[config.mk]
export PLATFORM = sky130hd
export DESIGN_NAME = itch_msg_serializer
export DESIGN_NICKNAME = d
export VERILOG_FILES = /design/src/rtl/itch_msg_serializer.sv
export SDC_FILE = /design/constraint.sdc
export NUM_CORES = 1
export LEC_CHECK = 0
export ABC_CLOCK_PERIOD_IN_PS = 4490
export CAP_MARGIN = 20
export CORE_ASPECT_RATIO = 0.5
export CORE_UTILIZATION = 55
export DETAILED_ROUTE_END_ITERATION = 10
export PLACE_DENSITY = 0.86
export SLEW_MARGIN = 20
export SYNTH_ARGS = -nofsm -noshare
export SYNTH_HDL_FRONTEND = slang
export SYNTH_SLANG_ARGS = --single-unit
[constraint.sdc]
create_clock -name clk -period 4.49 [get_ports clk]
set_input_delay 0.6735 -clock clk [delete_from_list [all_inputs] [get_ports clk]]
set_output_delay 0.6735 -clock clk [all_outputs]
set_load 0.005 [all_outputs]
[src/rtl/itch_msg_serializer.sv]
// ITCH transmit framer: descriptor + payload stream -> type, len_hi, len_lo, payload on one byte lane.
// Define ITCH_TX_CHECKSUM_EN to append an XOR checksum byte (carrying eof) to every message.
module itch_msg_serializer #(
  parameter int MAX_LEN    = 1024,
  parameter int GAP_CYCLES = 0
) (
  input  logic        clk,
  input  logic        rst,
  input  logic        hdr_valid,
  output logic        hdr_ready,
  input  logic [7:0]  hdr_type,
  input  logic [15:0] hdr_len,
  input  logic        pl_valid,
  output logic        pl_ready,
  input  logic [7:0]  pl_data,
  output logic        tx_valid,
  input  logic        tx_ready,
  output logic [7:0]  tx_data,
  output logic        tx_sof,
  output logic        tx_eof,
  output logic        len_err,
  output logic        busy
);

  typedef enum logic [2:0] {
    IDLE,
    LEN_HI,
    LEN_LO,
    PAYLOAD,
`ifdef ITCH_TX_CHECKSUM_EN
    CKSUM,
`endif
    GAP
  } state_e;

  localparam logic [16:0] MAX_LEN_W = 17'(MAX_LEN);
  localparam logic [7:0]  GAP_LAST  = (GAP_CYCLES > 0) ? 8'(GAP_CYCLES - 1) : 8'd0;
  localparam state_e      EOF_NEXT  = (GAP_CYCLES > 0) ? GAP : IDLE;

  state_e      state_q, state_d;
  logic [15:0] len_q, len_d;
  logic [15:0] rem_q, rem_d;
  logic [7:0]  gap_q, gap_d;
  logic        tx_valid_q, tx_valid_d;
  logic [7:0]  tx_data_q, tx_data_d;
  logic        tx_sof_q, tx_sof_d;
  logic        tx_eof_q, tx_eof_d;
  logic        len_err_q, len_err_d;

  logic        load_en;
  logic        emit;
  logic [7:0]  emit_data;
  logic        emit_sof;
  logic        emit_eof;

`ifdef ITCH_TX_CHECKSUM_EN
  logic [7:0]  cks_q, cks_d;
`endif

  always_comb begin
    // NOTE: every signal driven here gets a default first, so no path can infer a latch.
    load_en   = !tx_valid_q || tx_ready;
    state_d   = state_q;
    len_d     = len_q;
    rem_d     = rem_q;
    gap_d     = gap_q;
    len_err_d = 1'b0;
    hdr_ready = 1'b0;
    pl_ready  = 1'b0;
    emit      = 1'b0;
    emit_data = 8'h00;
    emit_sof  = 1'b0;
    emit_eof  = 1'b0;

    case (state_q)
      IDLE: begin
        hdr_ready = load_en && !rst;
        if (hdr_valid && hdr_ready) begin
          if ({1'b0, hdr_len} > MAX_LEN_W) begin
            len_err_d = 1'b1;
          end else begin
            emit      = 1'b1;
            emit_data = hdr_type;
            emit_sof  = 1'b1;
            len_d     = hdr_len;
            state_d   = LEN_HI;
          end
        end
      end

      LEN_HI: begin
        if (load_en) begin
          emit      = 1'b1;
          emit_data = len_q[15:8];
          state_d   = LEN_LO;
        end
      end

      LEN_LO: begin
        if (load_en) begin
          emit      = 1'b1;
          emit_data = len_q[7:0];
          rem_d     = len_q;
          if (len_q == 16'd0) begin
`ifdef ITCH_TX_CHECKSUM_EN
            state_d  = CKSUM;
`else
            emit_eof = 1'b1;
            state_d  = EOF_NEXT;
`endif
          end else begin
            state_d = PAYLOAD;
          end
        end
      end

      PAYLOAD: begin
        pl_ready = load_en;
        if (pl_valid && load_en) begin
          emit      = 1'b1;
          emit_data = pl_data;
          rem_d     = rem_q - 16'd1;
          if (rem_q == 16'd1) begin
`ifdef ITCH_TX_CHECKSUM_EN
            state_d  = CKSUM;
`else
            emit_eof = 1'b1;
            state_d  = EOF_NEXT;
`endif
          end
        end
      end

`ifdef ITCH_TX_CHECKSUM_EN
      CKSUM: begin
        if (load_en) begin
          emit      = 1'b1;
          emit_data = cks_q;
          emit_eof  = 1'b1;
          state_d   = EOF_NEXT;
        end
      end
`endif

      GAP: begin
        // The first GAP cycle still holds the eof byte; counting starts only once it drains.
        if (load_en) begin
          if (gap_q == GAP_LAST) begin
            gap_d   = 8'd0;
            state_d = IDLE;
          end else begin
            gap_d = gap_q + 8'd1;
          end
        end
      end

      default: state_d = IDLE;
    endcase

    tx_valid_d = load_en ? emit : tx_valid_q;
    tx_data_d  = emit ? emit_data : tx_data_q;
    tx_sof_d   = emit ? emit_sof  : tx_sof_q;
    tx_eof_d   = emit ? emit_eof  : tx_eof_q;
  end

  always_ff @(posedge clk or posedge rst) begin
    // NOTE: state registers use non-blocking assignment so every flop samples pre-edge values.
    if (rst) begin
      state_q    <= IDLE;
      len_q      <= 16'd0;
      rem_q      <= 16'd0;
      gap_q      <= 8'd0;
      tx_valid_q <= 1'b0;
      tx_data_q  <= 8'h00;
      tx_sof_q   <= 1'b0;
      tx_eof_q   <= 1'b0;
      len_err_q  <= 1'b0;
    end else begin
      state_q    <= state_d;
      len_q      <= len_d;
      rem_q      <= rem_d;
      gap_q      <= gap_d;
      tx_valid_q <= tx_valid_d;
      tx_data_q  <= tx_data_d;
      tx_sof_q   <= tx_sof_d;
      tx_eof_q   <= tx_eof_d;
      len_err_q  <= len_err_d;
    end
  end

`ifdef ITCH_TX_CHECKSUM_EN
  // The type byte restarts the running XOR; every later emitted byte folds in.
  always_comb begin
    cks_d = cks_q;
    if (emit) cks_d = emit_sof ? emit_data : (cks_q ^ emit_data);
  end

  always_ff @(posedge clk or posedge rst) begin
    if (rst) cks_q <= 8'h00;
    else     cks_q <= cks_d;
  end
`endif

  assign tx_valid = tx_valid_q;
  assign tx_data  = tx_data_q;
  assign tx_sof   = tx_sof_q;
  assign tx_eof   = tx_eof_q;
  assign len_err  = len_err_q;
  assign busy     = (state_q != IDLE) || tx_valid_q;

endmodule

After elaboration in Yosys (flattened, before gate mapping)
Index checks and enable logic that the tools add are counted.
{"block": "classes", "addsub": 2, "n_mul": 0, "div": 0, "order_cmp": 1, "n_eq_ne": 13, "shifts": 0, "n_mux": 36, "bitwise": 1, "n_reduce_logical": 17}
{"op": "$mux 8", "count": 6}
{"op": "$mux 16", "count": 2}
{"op": "$pmux 16 s2", "count": 1}
{"op": "$pmux 8 s4", "count": 1}
{"op": "$mux 3", "count": 8}
{"op": "$eq 16x1->1 const B", "count": 1}
{"op": "$gt 16x11->1 const B", "count": 1}
{"op": "$logic_not 16->1", "count": 1}
{"op": "$ne 2x2->1 const B", "count": 8}
{"op": "$sub 16x1->16 const B", "count": 1}
{"op": "$pmux 3 s5", "count": 1}
{"op": "$mux 1", "count": 14}
{"op": "$add 8x1->8 const B", "count": 1}
{"op": "$logic_not 8->1", "count": 1}
{"op": "$reduce_and 8->1", "count": 1}
{"op": "$eq 3x2->1 const B", "count": 2}
{"op": "$reduce_and 3->1", "count": 2}
{"op": "$eq 3x1->1 const B", "count": 1}
{"op": "$eq 3x3->1 const B", "count": 1}
{"op": "$logic_and 1x1->1", "count": 3}
{"op": "$logic_not 3->1", "count": 1}
{"op": "$pmux 1 s3", "count": 1}
{"op": "$reduce_bool 3->1", "count": 1}
{"op": "$logic_not 1->1", "count": 2}
{"op": "other kinds (7)", "count": 8}
{"block": "word_totals", "reg_bits": 55, "latchBits": 0, "ram_bits": 0, "mem_bits_ro": 0, "inputBits": 37, "word_cells": 79, "memories": 0}

Depth between registers and ports, before layout
Gate-level depths: netlist of run 1.
{"block": "logic_depth", "depth_word": 6, "ltp_mapped": 8}

Worst setup path before layout of run 1
OpenSTA, ideal clock, no wires.
{"block": "synth_timing", "kind": "input to register", "startpoint": "input rst", "endpoint": "register len_q[0]", "arrival_ps": 2097, "required_time_ps": 4362, "setup_slack_ps": 2265, "path_stages": 5, "cell_sequence": "nand2b_1 -> or3_1 -> nor3_2 -> buf_2 -> mux2_1"}
{"block": "synth_between", "elab_chain_cells": 4}
{"item": "from (decl)", "line_no": "8", "source": "input logic rst,"}
{"item": "$logic_not 1->1 (no line)"}
{"item": "$logic_and 1x1->1", "line_no": "77", "source": "hdr_ready = load_en && !rst;"}
{"item": "$logic_and 1x1->1", "line_no": "78", "source": "if (hdr_valid && hdr_ready) begin"}
{"item": "$reduce_and 3->1 (no line)"}
{"item": "to (signal assigned)", "line_no": "180", "source": "len_q <= len_d;"}
{"item": "to (decl)", "line_no": "41", "source": "logic [15:0] len_q, len_d;"}
Every way passes these cells.
A chain may end at the register's enable or synchronous reset.

Final worst setup path of run 1
{"block": "layout_timing", "startpoint": "input tx_ready", "endpoint": "output hdr_ready"}
{"block": "layout_between", "elab_chain_cells": 3}
{"item": "from (decl)", "line_no": "17", "source": "input logic tx_ready,"}
{"item": "$logic_or 1x1->1", "line_no": "62", "source": "load_en = !tx_valid_q || tx_ready;"}
{"item": "$logic_and 1x1->1", "line_no": "77"}
{"item": "$mux 1", "line_no": "75", "source": "case (state_q)"}
{"item": "to (decl)", "line_no": "10", "source": "output logic hdr_ready,"}
Every way passes these cells.

==> out/qor.txt, run 1 <==
STATUS
-------------------------------------------------------------------------------------
Result of the run                                                        finished, final reports clean

YOSYS
-------------------------------------------------------------------------------------
Total nets after synthesis                                                        314
Multiplexer fraction of the synthesized cell area                              9.046%
Mean area per synthesized cell                                              9.477 um2
Combinational family with the most area after synthesis                  compound AO/OA/AOI/OAI gates
Distinct cells, synth                                                              40
Adder and majority gate portion of the synthesized area                        3.423%
Warnings, synthesis                                                                 0
Combined area of all synthesized cells                                       2559 um2
Post-synthesis share of cell area spent on and, or, nand and nor gates         19.12%
Cells after synthesis                                                             270
Post-synthesis sequential area ratio                                           44.99%
Complex-gate fraction of the synthesized area                                  19.85%
Xor-xnor portion of the synthesized cell area                                      0%
Register bit count reported by yosys                                               46

CRITICAL PATH
-------------------------------------------------------------------------------------
Worst path required time                                                      3.82 ns
Gate family responsible for the most delay along the worst path          buffers and inverters
Maximum fanout along the worst path                                                12
Most prevalent standard cell on the critical path                        clkdlybuf4s50_1
CP arrival                                                                    2.27 ns
Slowest library cell on the worst path                                        nor2b_1
Type of destination of the critical path                                   output pin
Startpoint kind of the worst setup timing path                             input port
Delay of the slowest cell on the worst path                                   0.58 ns
Path type of the worst setup path                                           in -> out
Number of buffers and inverters on the critical path                                2
Cell chain of the critical path                                          clkdlybuf4s50_1, nor2b_1, nor3_1, clkdlybuf4s50_1

GRT
-------------------------------------------------------------------------------------
Largest net degree at the start of global routing                                  47
Gr ovfl total                                                                       0
Via count of the first global-routing pass                                       2251
Gr usage total                                                                 29.96%
Global-route wire length before repair                                       11270 um
Initial antenna violation count                                                     0

CLOCKING
-------------------------------------------------------------------------------------
H-Tree Level Count                                                                  2
Buffers inserted by post-CTS timing repair                                          0
Number of buffers on the longest clock path                                         2
Post-cts hold buffer count                                                          0
Clk slew on worst S/H paths                                                   0.07 ns
CTS tree                                                                        built
Number of clock sinks                                                              46
Root Buffer Master                                                           clkbuf_8
Clock latency on the worst-skew pair                                          0.30 ns
# resized after CTS                                                                 0
CTS Buf Count                                                                       5

DRT
-------------------------------------------------------------------------------------
Total number of vias                                                             2436
Total iterations of the first detailed-routing run                                  7
Detailed router's first-iteration violation count                                 301
Total routed wirelength                                                       6895 um
Antenna viol nets, final                                                            0
Remaining design rule violation count                                               0
WL/cell                                                                      18.49 um
Routed via count divided by cell count                                          6.531

TIMING
-------------------------------------------------------------------------------------
Final number of setup-violating endpoints                                           0
Total count of max-transition violations in the final report                        0
Worst Max-Slew Pin Slew                                                     0.7785 ns
Max Clk Rate                                                                339.2 MHz
Total negative slack                                                             0 ns
RSZ-0062 raised after global routing                                            false
Period minus WS final                                                        2.948 ns
Clock skew after layout                                                    0.01414 ns
Headroom to the max-slew limit                                                 47.75%
Final period utilization                                                       65.65%
Hold Fails Final Rpt                                                                0
Worst Slack Setup Final                                                      1.542 ns

FINISH
-------------------------------------------------------------------------------------
Area added between synthesis and finish                                        25.62%
Top library cells by usage in the layout, fill and taps aside            clkdlybuf4s50_1, dfrtp_1, nor2_1, a21oi_1, nand2_1
Layout cells sized above 1                                                     5.063%
Number of filler cells placed in the layout                                       325
Final Non-Filler Cells                                                            373
Most common cell after layout, fill and taps aside                       clkdlybuf4s50_1
Final Instance Area                                                          3214 um2
Antenna diode count                                                                 0
Nets                                                                              359

DIE
-------------------------------------------------------------------------------------
Core ar.                                                                     4424 um2
Horizontal die dimension                                                     98.46 um
Die area                                                                     4946 um2
Num rows                                                                           17
Top-level port count                                                               52
Die Y                                                                        50.23 um
Initial Util                                                                   57.83%

PLACE
-------------------------------------------------------------------------------------
Placed Instance Area                                                         3108 um2
Detailed placer's ending HPWL                                                 4966 um
Number of cells after detailed placement                                          365
Global placement routability congestion                                        0.8877
Number of port buffers                                                             51
Worst slack at placement                                                     1.369 ns

HOLD PATH
-------------------------------------------------------------------------------------
Hold Path Class                                                            reg -> reg

POWER
-------------------------------------------------------------------------------------
Overall power                                                                 1732 uW
P per Cell Area                                                          538.9 nW/um2
Reported leakage power                                                    0.001384 uW
Max rail drop VDD                                                            312.6 uV

RUN
-------------------------------------------------------------------------------------
Number of max-cap violations                                                        0

## worst paths after layout
kind / from / end / slack (ns) / cells past startpoint
max: tx_ready / hdr_ready / 1.54 / 4
min: tx_sof / tx_sof / 0.49 / 1
max reg2reg: state_q[0] / tx_data[3] / 1.61 / 7
min reg2reg: tx_sof / tx_sof / 0.49 / 1
max in group asynchronous: rst / rem_q[14] / 3.19 / 3
min in group asynchronous: rst / state_q[0] / 0.91 / 3
## routing by layer
metal  vias to the layer above  GRT usage [%]  wire length, um  part of all wire (%)
li1                       1096              -                -                     -
met1                      1186          40.07             2966                    43
met2                       139          50.59             3239                    47
met3                        15          6.407              608                   8.8
met4                         0          7.463               80                   1.2
met5                         -              0                0                     0
## logic make-up after synthesis
| logic type | after synthesis |
|---|---|
| buf+inv | 24 |
| simple gates | 96 |
| mux | 21 |
| compound gates | 76 |
| fa+ha+maj | 7 |
| flops | 46 |
## registers in the layout, summed over array words and instances, names as in the netlist
name	flops
tx_valid	1
state_q	2
len_err	1
tx_data	8
tx_eof	1
len_q	16
rem_q	16
tx_sof	1
## synthesized netlist by cell type
cell / instances / share of area [%]
nand2_1: 16 / 2.3
or3_1: 2 / 0.49
a221oi_1: 8 / 2.7
o31a_1: 1 / 0.34
a21oi_1: 26 / 5.1
nor4_4: 1 / 0.83
a222oi_1: 8 / 3.1
or4_1: 1 / 0.29
a31oi_1: 4 / 0.98
a21o_1: 1 / 0.29
nor2_1: 32 / 4.7
or4_4: 1 / 0.44
ha_1: 7 / 3.4
and2_1: 3 / 0.73
buf_1: 1 / 0.15
a221o_2: 1 / 0.44
nand2b_1: 5 / 1.2
clkbuf_1: 14 / 2.1
mux2i_1: 7 / 2.7
mux2_4: 1 / 0.59
o22a_1: 2 / 0.68
o32ai_1: 1 / 0.34
nand3_1: 8 / 1.6
o21ai_1: 2 / 0.39
mux2_1: 11 / 4.8
inv_1: 8 / 1.2
nand4_1: 3 / 0.73
o211ai_1: 1 / 0.29
or2_1: 1 / 0.24
nor3_1: 5 / 0.98
o21a_1: 3 / 0.88
nor3_2: 1 / 0.39
dfrtp_1: 46 / 45
o22ai_1: 9 / 2.2
a2bb2oi_1: 2 / 0.68
mux2_2: 2 / 0.88
nor4_1: 9 / 2.2
buf_2: 1 / 0.20
o21ai_0: 7 / 1.4
nor2b_1: 8 / 2.0
## metrics by stage
stage               util [%]  hold WS, ns
detailed placement     70.25       0.4747
floorplan                  -       0.4741
global route           72.65       0.5160
global placement       70.25       0.4677
finish                 72.65       0.4918
CTS                    72.65       0.4929
## final cells by class
type | count | area, um2 | share of cell area [%]
Sequential cell | 46 | 1151 | 35.81
Multi-Input combinational cell | 200 | 1323 | 41.14
Clock buffer | 7 | 76.32 | 2.374
Clock inverter | 1 | 30.03 | 0.9342
Inverter | 8 | 30.03 | 0.9342
Tap cell | 57 | 71.32 | 2.219
Timing Repair Buffer | 54 | 533.0 | 16.58
## power breakdown
group | switching (uW) | internal [uW] | leakage (uW)
combinational | 439 | 338 | 0.000724
sequential | 128 | 525 | 0.000608
clock | 136 | 167 | 0.0000524
total | 703 | 1030 | 0.00138
No activity file was read; power rests on OpenSTA's default activity.
==> inputs of run 2 (changes only) <==
Settings changed: ABC_CLOCK_PERIOD_IN_PS 4490 to 2950, CORE_UTILIZATION 55 to 51, PLACE_DENSITY 0.86 to 0.8.
Clock period 4.49 ns to 2.95 ns, I/O delays scaled along.
==> out/qor.txt, run 2 (synthesis gave the netlist of run 1 again) <==
PLACE
----------------------------------------------------------------------------
Global placement routability congestion                               0.9290
Detailed placer's ending HPWL                                        4943 um
Number of port buffers                                                    51
Number of cells after detailed placement                                 379

FINISH
----------------------------------------------------------------------------
Top library cells by usage in the layout, fill and taps aside   clkdlybuf4s50_1, dfrtp_1, nor2_1, a21oi_1, nand2_1
Area added between synthesis and finish                               27.82%
Nets                                                                     364
Final Non-Filler Cells                                                   387
End-of-flow core utilization                                          71.19%
Most common cell after layout, fill and taps aside              clkdlybuf4s50_1
Layout cells sized above 1                                            7.165%
Antenna diode count                                                        0

TIMING
----------------------------------------------------------------------------
Total negative slack                                                    0 ns
Total count of max-transition violations in the final report               0
Worst hold slack across all endpoints                              0.4131 ns
Clock skew after layout                                          0.008566 ns
Period minus WS final                                               2.416 ns
Max Clk Rate                                                       413.9 MHz
Final period utilization                                              81.89%
Hold Fails Final Rpt                                                       0
Final number of setup-violating endpoints                                  0
RSZ-0062 raised after global routing                                   false
Worst Max-Slew Pin Slew                                            0.7674 ns
Headroom to the max-slew limit                                        48.50%

CRITICAL PATH
----------------------------------------------------------------------------
Worst path required time                                             2.51 ns
Type of destination of the critical path                          output pin
CP arrival                                                           1.97 ns
Startpoint kind of the worst setup timing path                          flop
Path type of the worst setup path                                 reg -> out
Maximum fanout along the worst path                                        5

CLOCKING
----------------------------------------------------------------------------
Clk slew on worst S/H paths                                          0.09 ns
CTS tree                                                               built
Number of buffers on the longest clock path                                2
Root Buffer Master                                                  clkbuf_8
CTS Buf Count                                                              5
Clock latency on the worst-skew pair                                 0.31 ns
# resized after CTS                                                        0
H-Tree Level Count                                                         2
Post-cts hold buffer count                                                 0
Buffers inserted by post-CTS timing repair                                 0
Number of clock sinks                                                     46

DIE
----------------------------------------------------------------------------
Horizontal die dimension                                            102.2 um
Core ar.                                                            4594 um2
Die area                                                            5322 um2
Num rows                                                                  17
Top-level port count                                                      52
Initial Util                                                          55.69%
Die Y                                                               52.09 um

DRT
----------------------------------------------------------------------------
Routed via count divided by cell count                                 6.121
WL/cell                                                             17.35 um
Total routed wirelength                                              6714 um
Antenna viol nets, final                                                   0
Detailed router's first-iteration violation count                        184
Total number of vias                                                    2369
Remaining design rule violation count                                      0
Total iterations of the first detailed-routing run                         6

GRT
----------------------------------------------------------------------------
Gr ovfl total                                                              0
Gr usage total                                                        28.25%
Largest net degree at the start of global routing                         39
Initial antenna violation count                                            0
Via count of the first global-routing pass                              2239
Global-route wire length before repair                              11120 um

RUN
----------------------------------------------------------------------------
Number of max-cap violations                                               0

POWER
----------------------------------------------------------------------------
P per Cell Area                                                 817.7 nW/um2
Reported leakage power                                           0.001406 uW
Max rail drop VDD                                                   403.2 uV

STATUS
----------------------------------------------------------------------------
Result of the run                                               finished, final reports clean

HOLD PATH
----------------------------------------------------------------------------
Hold Path Class                                                  in -> async

## run 2: cell count changes in the layout (fill, tap and decap cells not counted), sizes merged
| cell | previous run | this run |
|---|---|---|
| buf | 3 | 8 |
| clkbuf | 7 | 5 |
| clkinvlp | 0 | 2 |
## run 2: final timing paths
path | from | to | slack, ns | depth (start not counted)
max in group asynchronous | rst | len_q[0] | 1.78 | 3
min in group clk | tx_sof | tx_sof | 0.48 | 1
max reg2reg | rem_q[8] | state_q[0] | 0.57 | 5
max | state_q[0] | hdr_ready | 0.53 | 5
min | rst | tx_data[4] | 0.41 | 2
min reg2reg | tx_sof | tx_sof | 0.48 | 1
## run 2: area by class of cell
cell class | instances | area, um2
Clock buffer | 5 | 68.82
Inverter | 8 | 30.03
Clock inverter | 3 | 45.04
Sequential cell | 46 | 1151
Fill cell | 380 | 1324
Tap cell | 66 | 82.58
Timing Repair Buffer | 59 | 570.5
Multi-Input combinational cell | 200 | 1323
## run 2: through the flow
stage                     setup slack, ns  cell area (um2)  power, uW
after detailed placement           0.4416             3157       2182
after CTS                          0.5540             3271       2666
after floorplan                    0.7477             2559       1774
after global placement             0.5122             3157       2144
after global routing               0.4298             3271       2853
final                              0.5341             3271       2674
## run 2: report_power, final
group	switching [uW]	internal (uW)	leakage, uW
clock network	226	252	0.0000504
logic	661	544	0.000748
registers	192	799	0.000608
total	1080	1590	0.00141
## run 2: metal layers
layer / GRT usage (%) / vias up / routed length (um)
met5: 0 / - / 0
met4: 7.381 / 0 / 61
met3: 7.124 / 15 / 577
met2: 44.30 / 120 / 3063
met1: 39.19 / 1128 / 3011
li1: - / 1106 / -
## run 2: worst max-delay path, cell delays in order, from the launching register on
cell	delay (ns)
dfrtp_1	0.44
inv_1	0.14
ha_1	0.22
inv_1	0.11
nor3_1	0.22
clkdlybuf4s50_1	0.54
==> inputs of run 3 (changes only) <==
Settings changed: ABC_CLOCK_PERIOD_IN_PS 2950 to 2000, CORE_UTILIZATION 51 to 46, PLACE_DENSITY 0.8 to 0.77.
Clock period 2.95 ns to 2 ns, I/O delays scaled along.
==> out/qor.txt, run 3 (synthesis gave the netlist of run 1 again) <==
TIMING
------------------------------------------------------------------------------
Worst hold slack across all endpoints                                0.4338 ns
Final number of setup-violating endpoints                                   24
Hold Fails Final Rpt                                                         0
Total negative slack                                                 -2.456 ns
Headroom to the max-slew limit                                          61.74%
Period minus WS final                                                 2.246 ns
Total count of max-transition violations in the final report                 0
Worst Slack Setup Final                                             -0.2455 ns
Worst Max-Slew Pin Slew                                              0.5704 ns
Max Clk Rate                                                         445.3 MHz
Clock skew after layout                                            0.009519 ns
Final period utilization                                                112.3%
RSZ-0062 raised after global routing                                      true

CRITICAL PATH
------------------------------------------------------------------------------
Maximum fanout along the worst path                                          2
Delay of the slowest cell on the worst path                            0.56 ns
Critical R2R Launch                                                   rem_q[8]
Path type of the worst setup path                                   reg -> reg
Number of buffers and inverters on the critical path                         0
Critical path endpoint                                              state_q[0]
Number of stages on the worst setup path                                     5
Worst path required time                                               2.20 ns
End of the worst register-to-register path                          state_q[0]
Gate family responsible for the most delay along the worst path   simple AND/OR/NAND/NOR gates
Type of destination of the critical path                                  flop
Slowest library cell on the worst path                                   or4_4
Flop-to-flop setup slack                                              -0.25 ns
Startpoint kind of the worst setup timing path                            flop
Depth of the worst register-to-register path                                 5
Cell chain of the critical path                                   or4_4, nor4_4, nand4_1, a221o_2, mux2_4
CP arrival                                                             2.44 ns
Critical Path Start                                                   rem_q[8]

DIE
------------------------------------------------------------------------------
Die area                                                              5883 um2
Die Y                                                                 54.74 um
Top-level port count                                                        52
Core ar.                                                              5135 um2
Num rows                                                                    18
Initial Util                                                            49.83%
Horizontal die dimension                                              107.5 um

FINISH
------------------------------------------------------------------------------
Nets                                                                       416
Layout cells sized above 1                                              27.35%
Top library cells by usage in the layout, fill and taps aside     clkdlybuf4s50_1, dfrtp_1, buf_4, nor2_1, a21oi_1
Area added between synthesis and finish                                 53.64%
Final Non-Filler Cells                                                     443
Most common cell after layout, fill and taps aside                clkdlybuf4s50_1
End-of-flow core utilization                                            76.56%
Antenna diode count                                                          0
Number of filler cells placed in the layout                                302

PLACE
------------------------------------------------------------------------------
Detailed placer's ending HPWL                                          5661 um
Number of port buffers                                                      51
Number of cells after detailed placement                                   419
Global placement routability congestion                                 0.8553
Worst slack at placement                                            -0.2911 ns

DRT
------------------------------------------------------------------------------
Antenna viol nets, final                                                     0
Total number of vias                                                      2732
WL/cell                                                               20.61 um
Total routed wirelength                                                9132 um
Detailed router's first-iteration violation count                          248
Routed via count divided by cell count                                   6.167
Remaining design rule violation count                                        0
Total iterations of the first detailed-routing run                           7

CLOCKING
------------------------------------------------------------------------------
H-Tree Level Count                                                           2
Number of clock sinks                                                       46
Clk slew on worst S/H paths                                            0.09 ns
Number of buffers on the longest clock path                                  2
Clock latency on the worst-skew pair                                   0.31 ns
Root Buffer Master                                                    clkbuf_8
CTS tree                                                                 built
CTS Buf Count                                                                5

GRT
------------------------------------------------------------------------------
Gr ovfl total                                                                0
Largest net degree at the start of global routing                           34
Via count of the first global-routing pass                                2653
Global-route wire length before repair                                13100 um
Gr usage total                                                          30.69%
Initial antenna violation count                                              0

HOLD PATH
------------------------------------------------------------------------------
Hold Path Class                                                    in -> async

POWER
------------------------------------------------------------------------------
Max rail drop VDD                                                      1118 uV
Reported leakage power                                             0.001726 uW
P per Cell Area                                                    1245 nW/um2

STATUS
------------------------------------------------------------------------------
Result of the run                                                 finished, violations left
Violations in the final reports                                   setup timing

RUN
------------------------------------------------------------------------------
Number of max-cap violations                                                 0

run 3: worst min-delay path by stage:
stage | from | to | cells past startpoint
3_5_place_dp | tx_sof | tx_sof | 1
3_3_place_gp | tx_sof | tx_sof | 1
5_1_grt | rst | tx_valid | 3
2_1_floorplan | hdr_len[0] | len_q[0] | 1
4_1_cts | rst | tx_valid | 3
6_report | rst | state_q[0] | 3
run 3: final cells by class:
| type | instances | area (um2) | area share, % |
|---|---|---|---|
| clock buffer | 6 | 82.58 | 2.101 |
| clock inverter | 2 | 60.06 | 1.528 |
| tap | 70 | 87.58 | 2.228 |
| inverter | 8 | 35.03 | 0.8912 |
| timing repair buffer | 111 | 1064 | 27.05 |
| multi-input combinational | 200 | 1451 | 36.92 |
| sequential | 46 | 1151 | 29.28 |
run 3: layer usage:
| layer | GRT usage [%] | part of all wire [%] | vias up |
|---|---|---|---|
| li1 | - | - | 1213 |
| met1 | 36.99 | 42 | 1298 |
| met2 | 52.90 | 46 | 185 |
| met3 | 9.167 | 8.6 | 36 |
| met4 | 13.24 | 3.1 | 0 |
| met5 | 0 | 0 | - |
run 3: metrics by stage:
stage,power [uW],instance area (um2)
2_1_floorplan,2625,2576
3_3_place_gp,3472,3462
3_5_place_dp,3565,3462
4_1_cts,4657,3805
5_1_grt,5099,3931
6_report,4894,3931
run 3: power breakdown:
group	internal (uW)	switching (uW)	leakage, uW
registers	1180	235	0.000608
logic	1280	1330	0.00105
clock network	533	337	0.0000714
run 3: timing repair:
action / CTS / global route
cloned: 1 / 2
gates resized for setup: 27 / 23
hold buffers: 0 / 0
setup endpoints to repair: 24 / 30
buffers inserted: 10 / 5
pin swaps: 5 / 7
run 3: worst register-to-register path, cell delays in order (launching register included):
cell and delay [ns]:
dfrtp_1 0.40, or4_4 0.56, nor4_4 0.18, nand4_1 0.25, a221o_2 0.45, mux2_4 0.30
